## src/rtl/demux1x4_dispatch.sv

```systemverilog
// ---------------------------------------------------------------------------
// demux1x4_dispatch
//
// Splits one valid/ready stream of DW-bit words into four destination
// streams. The 2-bit field in_data[SEL_MSB:SEL_MSB-1] selects the
// destination. Each destination owns a one-entry holding register, so a
// stalled destination only blocks words that are addressed to it.
//
// Parameters:
//   DW          word width (>= 3)
//   SEL_MSB     MSB of the 2-bit destination field inside in_data
//
// Ports:
//   clk         rising-edge clock
//   reset       asynchronous, active-low reset
//   in_valid    upstream offers in_data this cycle
//   in_data     word, carries its own destination field
//   in_ready    block accepts in_data this cycle
//   out_valid   bit i set: out_data_i holds a word for destination i
//   out_ready   bit i set: destination i consumes out_data_i this cycle
//   out_data_0..3   holding registers (full word, field included)
//   word_cnt_0..3   words delivered per destination, 8-bit wrapping
//                   (present only when DEMUX_CNT_EN is defined)
//
// Build option:
//   DEMUX_CNT_EN    adds the per-destination delivery counters
// ---------------------------------------------------------------------------
module demux1x4_dispatch #(
    parameter int DW      = 10,
    parameter int SEL_MSB = 9
) (
    input  logic          clk,
    input  logic          reset,
    input  logic          in_valid,
    input  logic [DW-1:0] in_data,
    output logic          in_ready,
    output logic [3:0]    out_valid,
    input  logic [3:0]    out_ready,
`ifdef DEMUX_CNT_EN
    output logic [7:0]    word_cnt_0,
    output logic [7:0]    word_cnt_1,
    output logic [7:0]    word_cnt_2,
    output logic [7:0]    word_cnt_3,
`endif
    output logic [DW-1:0] out_data_0,
    output logic [DW-1:0] out_data_1,
    output logic [DW-1:0] out_data_2,
    output logic [DW-1:0] out_data_3
);

    logic [1:0]    dest;
    logic          accept;
    logic [3:0]    load;
    logic [3:0]    drain;
    logic [DW-1:0] data_q [4];

    assign dest = in_data[SEL_MSB -: 2];

    // The addressed slot can take a word when it is empty or is being
    // emptied in this same cycle; in_valid deliberately plays no part in
    // in_ready so upstream never sees a combinational loop through it.
    always_comb begin
        in_ready = ~out_valid[dest] | out_ready[dest];
        accept   = in_valid & in_ready;
        load     = 4'b0000;
        if (accept) begin
            load[dest] = 1'b1;
        end
        drain    = out_valid & out_ready;
    end

    // Holding registers. A load wins over a drain, which gives the
    // bubble-free drain-and-refill case for free: the slot stays valid and
    // simply takes the new word. A drain alone leaves the data untouched.
    always_ff @(posedge clk or negedge reset) begin
        if (!reset) begin
            out_valid <= 4'b0000;
            for (int i = 0; i < 4; i++) begin
                data_q[i] <= '0;
            end
        end else begin
            for (int i = 0; i < 4; i++) begin
                if (load[i]) begin
                    data_q[i]    <= in_data;
                    out_valid[i] <= 1'b1;
                end else if (drain[i]) begin
                    out_valid[i] <= 1'b0;
                end
            end
        end
    end

    assign out_data_0 = data_q[0];
    assign out_data_1 = data_q[1];
    assign out_data_2 = data_q[2];
    assign out_data_3 = data_q[3];

`ifdef DEMUX_CNT_EN
    logic [7:0] cnt_q [4];

    // Delivery counters advance on each completed downstream handshake and
    // wrap naturally at 8 bits.
    always_ff @(posedge clk or negedge reset) begin
        if (!reset) begin
            for (int i = 0; i < 4; i++) begin
                cnt_q[i] <= 8'd0;
            end
        end else begin
            for (int i = 0; i < 4; i++) begin
                if (drain[i]) begin
                    cnt_q[i] <= cnt_q[i] + 8'd1;
                end
            end
        end
    end

    assign word_cnt_0 = cnt_q[0];
    assign word_cnt_1 = cnt_q[1];
    assign word_cnt_2 = cnt_q[2];
    assign word_cnt_3 = cnt_q[3];
`endif

endmodule

```

## config.mk

```make
export PLATFORM = sky130hd
export DESIGN_NAME = demux1x4_dispatch
export DESIGN_NICKNAME = d
export VERILOG_FILES = /design/src/rtl/demux1x4_dispatch.sv
export SDC_FILE = /design/constraint.sdc
export NUM_CORES = 1
export LEC_CHECK = 0
export BUFFER_PORTS_ARGS = -buffer_cell sky130_fd_sc_hd__buf_2
export CAP_MARGIN = 0
export CORE_UTILIZATION = 51
export CTS_CLUSTER_SIZE = 25
export DETAILED_ROUTE_END_ITERATION = 8
export PLACE_DENSITY = 0.93
export SLEW_MARGIN = 20
export SYNTH_ARGS = -nofsm -noshare
export SYNTH_HDL_FRONTEND = slang
export SYNTH_SLANG_ARGS = --single-unit
export TNS_END_PERCENT = 30
```

## constraint.sdc

```tcl
create_clock -name clk -period 3.29 [get_ports clk]
set_input_delay 0.1645 -clock clk [delete_from_list [all_inputs] [get_ports clk]]
set_output_delay 0.1645 -clock clk [all_outputs]
set_load 0.03 [all_outputs]
```

* Word-level counts from Yosys, hierarchy flattened
Index checks and enable logic that the tools add are counted.
** Cells by class
- $lt $le $gt $ge :: 2
- Multiplexer cells :: 15
- Bitwise operators :: 4
- Reductions and logical operators :: 5
** Operators with widths (count)
- 1-bit 2-to-1 mux :: 11
- 2-bit nonzero test :: 4
- 4-bit bitwise AND :: 1
- 1-bit binary-select mux with 2-bit select :: 2
- 4-bit 2-to-1 mux :: 1
- 2-bit by 3-bit less-than comparator with 1-bit output, second input constant :: 1
- 1-bit demux with 2-bit select :: 1
- 2-bit by 1-bit >= comparator with 1-bit output, second input constant :: 1
- 1-bit bitwise AND :: 1
- 1-bit logical AND :: 1
- 1-bit inverter :: 1
- 1-bit OR :: 1
** Storage, ports and cells
- Flip-flop bits (word level) :: 44
- Input bits :: 17
- Output and inout bits :: 45

* Depth between registers and ports, before layout
Gate-level depths: netlist of the first run.
- Word-level depth :: 7
- Depth in mapped cells :: 4
- Mapped depth without buffers :: 3

* Worst setup path before layout of the first run
OpenSTA, ideal clock, no wires.
- Kind :: reg-to-reg
- From :: register out_valid[1]
- To :: register data_q (netlist bit out_data_1[0])
- Library setup time :: 0.125 ns
- Arrival :: 1.338 ns
- Path slack :: 1.827 ns
- Stages on the path, launching flop included :: 4
- Buffers on the path :: 0
- Period minus slack after synthesis :: 1.463 ns
- Path through :: dfrtp_1 nand2b_1 nor3b_4 mux2_2
** On the way
- Longest elaborated chain between the ends :: 6
** Ends and longest elaborated chain
- start, declared :: line 37 : output logic [3:0] out_valid,
- start signal, assigned :: line 77 : out_valid <= 4'b0000;
- start signal, assigned by index :: line 85 : out_valid[i] <= 1'b1;
- start signal, assigned by index :: line 87 : out_valid[i] <= 1'b0;
- 1-bit binary-select mux with 2-bit select :: line 63 : in_ready = ~out_valid[dest] | out_ready[dest];
- 1-bit 2-to-1 mux (implied by the code) :: line 63
- 1-bit inverter :: line 63
- 1-bit OR :: line 63
- 1-bit bitwise AND :: line 64 : accept = in_valid & in_ready;
- 4-bit 2-to-1 mux :: line 66 : if (accept) begin
- end signal, assigned by index :: line 84 : data_q[i] <= in_data;
- end, declared :: line 55 : logic [DW-1:0] data_q [4];
Every way passes these cells. The select of a mux whose other input is x is not followed.
A chain may end at the register's enable or synchronous reset.

* Final worst setup path of the first run
- From :: register out_valid[3]
- To :: register data_q (netlist bit out_data_3[5])
Same word-level chain as after synthesis.

==> results of run 1 <==
==> cells in the mapped netlist <==
| cell | n | share of area, % |
|---|---|---|
| buf_2 | 2 | 0.60 |
| mux2_1 | 8 | 5.4 |
| nor3b_4 | 1 | 1.1 |
| nand2b_1 | 4 | 1.5 |
| nand2_2 | 1 | 0.38 |
| dfrtp_1 | 44 | 66 |
| nor2b_1 | 2 | 0.75 |
| mux4_1 | 1 | 1.6 |
| and2_1 | 2 | 0.75 |
| or2_2 | 4 | 1.5 |
| and3_1 | 1 | 0.38 |
| nand2_1 | 4 | 0.90 |
| nor2b_2 | 1 | 0.53 |
| buf_4 | 1 | 0.45 |
| mux2_2 | 24 | 16 |
| and2b_2 | 1 | 0.53 |
| nand3_1 | 1 | 0.30 |
| o21ai_0 | 1 | 0.30 |
| nand3b_1 | 1 | 0.45 |
==> stage by stage <==
| step | setup WS, ps | instance area, sq um | instances |
|---|---|---|---|
| 2_1_floorplan | 1827 | 1662 | 104 |
| 3_3_place_gp | 1659 | 2004 | 206 |
| 3_5_place_dp | 1579 | 2004 | 206 |
| 4_1_cts | 1572 | 2073 | 215 |
| 5_1_grt | 1498 | 2073 | 215 |
| 6_report | 1596 | 2073 | 215 |
==> cells by family (layout without fill, tap and decap cells) <==
family	count (synthesis)	count (layout)
simple gates	23	23
flops	44	44
buf+inv	3	70
mux	33	33
compound gates	1	1
==> metal layers <==
metal  wire, um  up-vias  share of wire [%]  global-route usage [%]
met5          0        -                  0                       0
met4         36        0                1.2                   7.143
met3        135        5                4.4                   4.585
met2       1527       37                 50                   33.93
met1       1379      525                 45                   25.67
li1           -      497                  -                       -
==> worst max-delay path by stage <==
stage	from	end	depth (start not counted)
after floorplan	out_valid[1]$_DFFE_PN0P_	out_data_1[0]$_DFFE_PN0P_	3
after global placement	out_valid[3]$_DFFE_PN0P_	out_data_3[6]$_DFFE_PN0P_	3
after detailed placement	out_valid[3]$_DFFE_PN0P_	out_data_3[6]$_DFFE_PN0P_	3
after CTS	out_valid[3]$_DFFE_PN0P_	out_data_3[6]$_DFFE_PN0P_	3
after global routing	out_valid[3]$_DFFE_PN0P_	out_data_3[7]$_DFFE_PN0P_	3
final	out_valid[3]$_DFFE_PN0P_	out_data_3[5]$_DFFE_PN0P_	3
==> what timing repair did <==
item / in CTS / in global routing
buffers inserted: 0 / 0
hold buffers: 1 / 0
hold endpoints to repair: 44 / 0
==> power by group through the flow <==
stage	clock, uW	combinational [uW]	sequential (uW)
4_1_cts	277	404	669
3_5_place_dp	0	403	679
5_1_grt	294	423	680
3_3_place_gp	0	394	673
6_report	265	399	668
2_1_floorplan	0	88.7	856
==> final cells by class <==
cell class	count	area, sq um
sequential	44	1101
fill	235	1005
multi-input combinational	57	543.0
timing repair buffer	62	315.3
clock buffer	8	58.81
tap	44	55.05
==> cells in the final DEF (no fill, tap or decap) <==
cell type       n
dlygate4sd3_1   1
mux2_2         24
and2b_2         1
clkbuf_8        1
nand2b_1        4
mux4_1          1
nand2_2         1
dfrtp_1        44
mux2_1          8
and2_1          2
and3_1          1
nand3b_1        1
nor3b_4         1
nand3_1         1
o21ai_0         1
nor2b_1         2
clkbuf_4        5
clkbuf_1        2
nand2_1         4
nor2b_2         1
buf_2          61
or2_2           4
==> state kept, by name, indices dropped and copies added (netlist names) <==
signal,count
out_data_0,10
out_data_1,10
out_data_2,10
out_data_3,10
out_valid,4
==> worst register-to-register path: cells and delay by family, from the launching register on <==
kind	cells	cell delay [ps]
muxes	1	410
and+or+nand+nor	2	770
DFF	1	400
==> impl_metrics.toml, run 1 <==
[logic_synthesis]
synth_seq_cells = 44
synth_compound_area_share_pct = 0.3012
netlist_instances = 104
synth_warnings = 0
syn_area_sq_mm = 0.001662
synthMuxAreaShare_pct = 23.27
avgSynthCellArea_sq_um = 15.98
synth_top_family_by_area = "multiplexers"
yosys.area_share.xor_xnor_pct = 0
synthAdderAreaFrac_pct = 0
synth_fp_nets = 121
synth_cell_types = 19
seq_area_frac_synth_pct = 66.27
yosys.area_share.simple_pct = 9.111

[cts]
clkSlewWorstSetupHoldPaths_ps = 120
h-tree-depth = 2
root_buffer = "clkbuf_4"
cts_sinks = 44
tritoncts = "done"
clk_latency_ps = 350
cts_buffers = 5
clk_path_buf_depth = 2
cts_resized = 0

[setup_path]
cp.buffers_inverters = 0
max_stage_delay_ps = 660
path_class = "flop to flop"
endpoint_kind = "flop"
worst_path_dominant_cell_family = "simple AND/OR/NAND/NOR gates"
cp_max_fo = 10
path_cells = "nand2b_1 -> nor2b_1 -> mux2_2"
r2r-start = "out_valid[3]$_DFFE_PN0P_"
cp.required_ps = 3530
cpMaxStageDelayCell = "nor2b_1"
crit_arrival_ps = 1930
timing.rr.end = "out_data_3[5]$_DFFE_PN0P_"
reg2regPathDepth = 3
regToRegSetupSlack_ps = 1600
crit_path_start_kind = "flop"

[grt]
grt_first_pass_wirelength_mm = 4.968
grt_start_max_net_pins = 45
grt_overflow_total = 0
antenna_found_initial = 0
grt_usage_pct = 20.13
grt_pass1_vias = 1056

[power]
power-per-cell-area_mw_per_mm2 = 643.0
combPwrFrac_pct = 30.0
p_seq_share_pct = 50.1
p_total_uw = 1333
power.internal_uw = 865.7
switching_share_pct = 35.06
vdd_drop_max_uv = 452.8
clockPowerShare_pct = 19.9
power_switching_uw = 467.3
p_leak_uw = 0.001007

[hold_path]
min_to = "out_data_2[4]$_DFFE_PN0P_"
hold_path_startpoint = "in_data[4]"
holdPathStages = 2
hold_class = "input port to flop"

[place]
dpl.hpwl_mm = 2.196
finalWeightedCongestion = 0.7291
io_buffers = 61

[run]
drv_cap = 0

[floorplanning]
die_x_um = 59.08
initial_core_util_pct = 53.98
core_sq_mm = 0.003078
io_pins = 62
rows = 20
dieArea_sq_mm = 0.003490
fp.dieH_um = 59.08

[timing]
skew_ps = 11.88
hold_viol_final = 0
rsz0062_at_grt = "no"
whs_ps = 61.07
slew_headroom_pct = 36.90
finalSetupViolCount = 0
tightest_slew_ps = 946.4
fmax_ghz = 0.5902
finalCriticalPeriod_ps = 1694
report.final.slew_viol_count = 0
fin_crit_sh_pct = 51.50
setup_tns_ps = 0

[detailed_routing]
wl_per_cell_um = 14.32
totalWireLength_mm = 3.078
ant_nets = 0
drt_pre_antenna_iters = 2
post-route-drc-count = 0
routed_via_density = 4.949
via_count = 1064
drt_iter0_markers = 19

[layout]
drive_gt1_share_pct = 57.89
antenna_cells = 0
area_delta_synth_final_pct = 24.77
fin_util_pct = 67.36
layout.nets = 187

[outcome]
status = "finished clean"
No activity file was read; power rests on OpenSTA's default activity.
==> run 2: changes to the inputs <==
- CORE_UTILIZATION: 51 -> 48
- PLACE_DENSITY: 0.93 -> 0.89
- clock period: 3.29 -> 1.8 ns (I/O delays scaled with it)
==> run 2 against run 1 <==
Net effect: non-clock buffer count increased by 13; worst hold slack got worse by 34 ps; final area increased by 6.5%; via count increased by 4.6%; clock power increased by 120%; total power increased by 92%; critical path depth unchanged; cell count increased by 6.0%; clock-buffer cell count decreased by 2; combinational power increased by 88%; highest routed layer unchanged.
==> impl_metrics.toml, run 2 (synthesis results as in run 1) <==
[outcome]
status = "finished clean"

[layout]
fillCellCount = 213
layout_commonest_cell = "buf_2"
area_delta_synth_final_pct = 32.91
drive_gt1_share_pct = 57.07
layout.nets = 200
final_cell_mix = "buf_2 (61), dfrtp_1 (44), mux2_2 (24)"
antenna_cells = 0

[setup_path]
crit_path_start_kind = "flop"
cp.required_ps = 1710
reg2regPathDepth = 3
critical_path.startpoint = "out_valid[0]$_DFFE_PN0P_"
timing.rr.end = "out_data_0[4]$_DFFE_PN0P_"
cp_max_fo = 3
endpoint_kind = "output port"
path_class = "flop to output port"
regToRegSetupSlack_ps = 270
crit_arrival_ps = 1490
r2r-start = "out_valid[0]$_DFFE_PN0P_"

[power]
power-per-cell-area_mw_per_mm2 = 1161
vdd_drop_max_uv = 521.0
p_leak_uw = 0.001076

[timing]
finalWorstSetupSlack_ps = 222.1
fmax_ghz = 0.6337
rsz0062_at_grt = "no"
fin_crit_sh_pct = 87.66
tightest_slew_ps = 656.9
report.final.slew_viol_count = 0
hold_viol_final = 0
finalSetupViolCount = 0
setup_tns_ps = 0
skew_ps = 10.22
slew_headroom_pct = 56.21
finalCriticalPeriod_ps = 1578

[floorplanning]
initial_core_util_pct = 52.28
io_pins = 62
rows = 20
fp.dieH_um = 60.84
die_x_um = 60.84
dieArea_sq_mm = 0.003701
core_sq_mm = 0.003178

[run]
drv_cap = 0

[place]
finalWeightedCongestion = 0.7765
io_buffers = 61
pre_cts_ws_ps = 305.4
dpl.hpwl_mm = 2.512

[hold_path]
hold_class = "input port to flop"
hold_path_startpoint = "out_ready[3]"
holdPathStages = 3
min_to = "out_valid[3]$_DFFE_PN0P_"

[detailed_routing]
post-route-drc-count = 0
drt_pre_antenna_iters = 4
via_count = 1113
routed_via_density = 4.882
drt_iter0_markers = 49
wl_per_cell_um = 14.75
totalWireLength_mm = 3.363
ant_nets = 0

[cts]
clk_latency_ps = 350
clk_path_buf_depth = 2
cts_setup_buffers = 0
cts_buffers = 5
root_buffer = "clkbuf_4"
clkSlewWorstSetupHoldPaths_ps = 120
cts_sinks = 44
tritoncts = "done"
cts_resized = 0
h-tree-depth = 2

[grt]
grt_pass1_vias = 1097
grt_first_pass_wirelength_mm = 5.237
grt_start_max_net_pins = 31
grt_overflow_total = 0
grt_usage_pct = 20.46
antenna_found_initial = 0
==> run 2: changes by cell type in the layout (fill, tap and decap cells not counted), sizes merged <==
cell         delta
bufinv          +1
dlygate4sd3     +8
buf             +5
clkinv          +1
clkbuf          -2
==> run 2: metal layers <==
metal	track usage, %	share of wire (%)	vias up
met4	7.792	1.5	0
met5	0	0	-
met3	6.610	4.9	5
met1	25.88	45	551
li1	-	-	516
met2	32.97	49	41
==> run 2: what timing repair did <==
item | in CTS | in global routing
hold endpoints to repair | 43 | 0
endpoints found under the setup margin | 0 | 0
hold buffers | 9 | 0
==> run 2: area by class of cell <==
cell class	count	area (sq um)	area share, %
clock inverter	2	35.03	1.586
timing repair buffer	75	432.9	19.60
clock buffer	6	41.29	1.870
tap	44	55.05	2.493
multi-input combinational	57	543.0	24.59
sequential	44	1101	49.86
==> run 2: worst max-delay path: stages (launching register included) <==
cell and delay, ps:
dfrtp_1 380, nand2b_1 90, mux4_1 480, buf_2 190
==> run 2: power breakdown <==
part,internal (uW),switching (uW),total [uW]
clock,291,295,586
combinational,261,491,751
sequential,1150,80.8,1230
==> run 2: how the worst max path moves through the flow <==
| stage | end | cells past startpoint |
|---|---|---|
| CTS | in_ready | 3 |
| floorplan | out_data_1[0]$_DFFE_PN0P_ | 3 |
| detailed placement | out_data_2[1]$_DFFE_PN0P_ | 3 |
| global placement | out_data_2[4]$_DFFE_PN0P_ | 3 |
| finish | in_ready | 3 |
| global route | in_ready | 3 |
==> run 2: metrics by stage <==
stage	cells	hold WS, ps	area (sq um)	utilization (%)	power (uW)
after floorplan	104	-205.6	1662	-	1727
after global placement	211	137.6	2042	64.25	1965
after detailed placement	211	144.8	2042	64.25	1990
after CTS	228	14.23	2208	69.49	2587
after global routing	228	30.84	2208	69.49	2686
final	228	26.66	2208	69.49	2564
==> run 3: changes to the inputs <==
- HOLD_SLACK_MARGIN: not set -> 0.03
==> run 3 against run 2 <==
Net effect: sequential share of layout area fell by 0.67 points; sequential cell count did not move; via count rose by 2.3%; worst hold slack improved by 34 ps; clock skew fell by 3.3 ps; clock-buffer cell count did not move; final area rose by 1.4%; clock power barely moved; total power rose by 0.21%; setup slack got worse by 100 ps; critical path depth rose by 2; non-clock buffer count rose by 3.
==> impl_metrics.toml, run 3 (synthesis results as in run 1) <==
[place]
dp.cells = 211
io_buffers = 61
pre_cts_ws_ps = 305.4
finalWeightedCongestion = 0.7765
dpl.hpwl_mm = 2.512

[cts]
clk_path_buf_depth = 2
clkSlewWorstSetupHoldPaths_ps = 110
cts_buffers = 5
tritoncts = "done"
clk_latency_ps = 350
h-tree-depth = 2
cts_sinks = 44
cts_setup_buffers = 0
root_buffer = "clkbuf_4"

[setup_path]
cp_max_fo = 3
endpoint_kind = "output port"
crit_arrival_ps = 1590
cp.required_ps = 1710
crit_path_start_kind = "input port"
path_class = "input port to output port"

[power]
power-per-cell-area_mw_per_mm2 = 1148
vdd_drop_max_uv = 521.5
p_leak_uw = 0.001088

[floorplanning]
io_pins = 62
rows = 20
die_x_um = 60.84
dieArea_sq_mm = 0.003701
initial_core_util_pct = 52.28
fp.dieH_um = 60.84
core_sq_mm = 0.003178

[layout]
antenna_cells = 0
fin_util_pct = 70.43
final_cell_mix = "buf_2 (61), dfrtp_1 (44), mux2_2 (24)"
drive_gt1_share_pct = 56.15
area_delta_synth_final_pct = 34.71
layout.nets = 203
layout_commonest_cell = "buf_2"
fin_cells = 231

[grt]
grt_pass1_vias = 1133
antenna_found_initial = 0
grt_first_pass_wirelength_mm = 5.492
grt_usage_pct = 21.64
grt_overflow_total = 0
grt_start_max_net_pins = 31

[outcome]
status = "finished clean"

[timing]
finalWorstSetupSlack_ps = 120.1
skew_ps = 6.949
tightest_slew_ps = 658.2
finalSetupViolCount = 0
setup_tns_ps = 0
fmax_ghz = 0.5953
rsz0062_at_grt = "no"
slew_headroom_pct = 56.12
finalCriticalPeriod_ps = 1680
hold_viol_final = 0
fin_crit_sh_pct = 93.33
report.final.slew_viol_count = 0

[detailed_routing]
post-route-drc-count = 0
routed_via_density = 4.931
totalWireLength_mm = 3.559
ant_nets = 0
drt_iter0_markers = 70
wl_per_cell_um = 15.41
drt_pre_antenna_iters = 4
via_count = 1139

[hold_path]
hold_class = "input port to flop"

[run]
drv_cap = 0
==> run 3: path summary, 6_finish.rpt <==
check | cells after the start | from | to | slack (ps)
max | 5 | out_ready[2] | in_ready | 120
min | 3 | in_data[8] | out_valid[3]$_DFFE_PN0P_ | 60
max reg2reg | 3 | out_valid[0]$_DFFE_PN0P_ | out_data_0[0]$_DFFE_PN0P_ | 220
min reg2reg | 1 | out_data_3[9]$_DFFE_PN0P_ | out_data_3[9]$_DFFE_PN0P_ | 480
max in group asynchronous | 3 | reset | out_data_1[6]$_DFFE_PN0P_ | 920
min in group asynchronous | 2 | reset | out_data_0[7]$_DFFE_PN0P_ | 310
==> run 3: worst max-delay path, stage by stage <==
cell	delay [ps]
dlygate4sd3_1	550
buf_2	120
nand2b_1	160
mux4_1	490
buf_2	190
==> run 3: timing repair <==
action	CTS	global route
hold buffers	12	0
resized for setup	0	0
hold endpoints to repair	62	0
==> run 3: layout make-up <==
cell class                      count  area [sq um]
Clock buffer                        6         41.29
Clock inverter                      2         35.03
Fill cell                         209         939.7
Multi-Input combinational cell     57         543.0
Sequential cell                    44          1101
Tap cell                           44         55.05
Timing Repair Buffer               78         462.9
==> run 3: metrics by stage <==
stage	power, uW	hold slack [ps]	area, sq um
2_1_floorplan	1727	-205.6	1662
3_3_place_gp	1965	137.6	2042
3_5_place_dp	1990	144.8	2042
4_1_cts	2592	32.06	2238
5_1_grt	2695	58.69	2238
6_report	2570	60.49	2238
==> run 3: layer usage <==
| layer | share of wire (%) | track usage, % | wire length [um] | vias up |
|---|---|---|---|---|
| met2 | 50 | 35.16 | 1765 | 51 |
| met1 | 43 | 26.44 | 1516 | 557 |
| li1 | - | - | - | 522 |
| met3 | 5.3 | 7.036 | 187 | 9 |
| met5 | 0 | 0 | 0 | - |
| met4 | 2.5 | 9.740 | 90 | 0 |
==> run 3: power breakdown <==
group,internal [uW],total [uW],switching (uW)
Sequential,1150,1230,80.8
Combinational,265,759,494
Clock,291,584,293
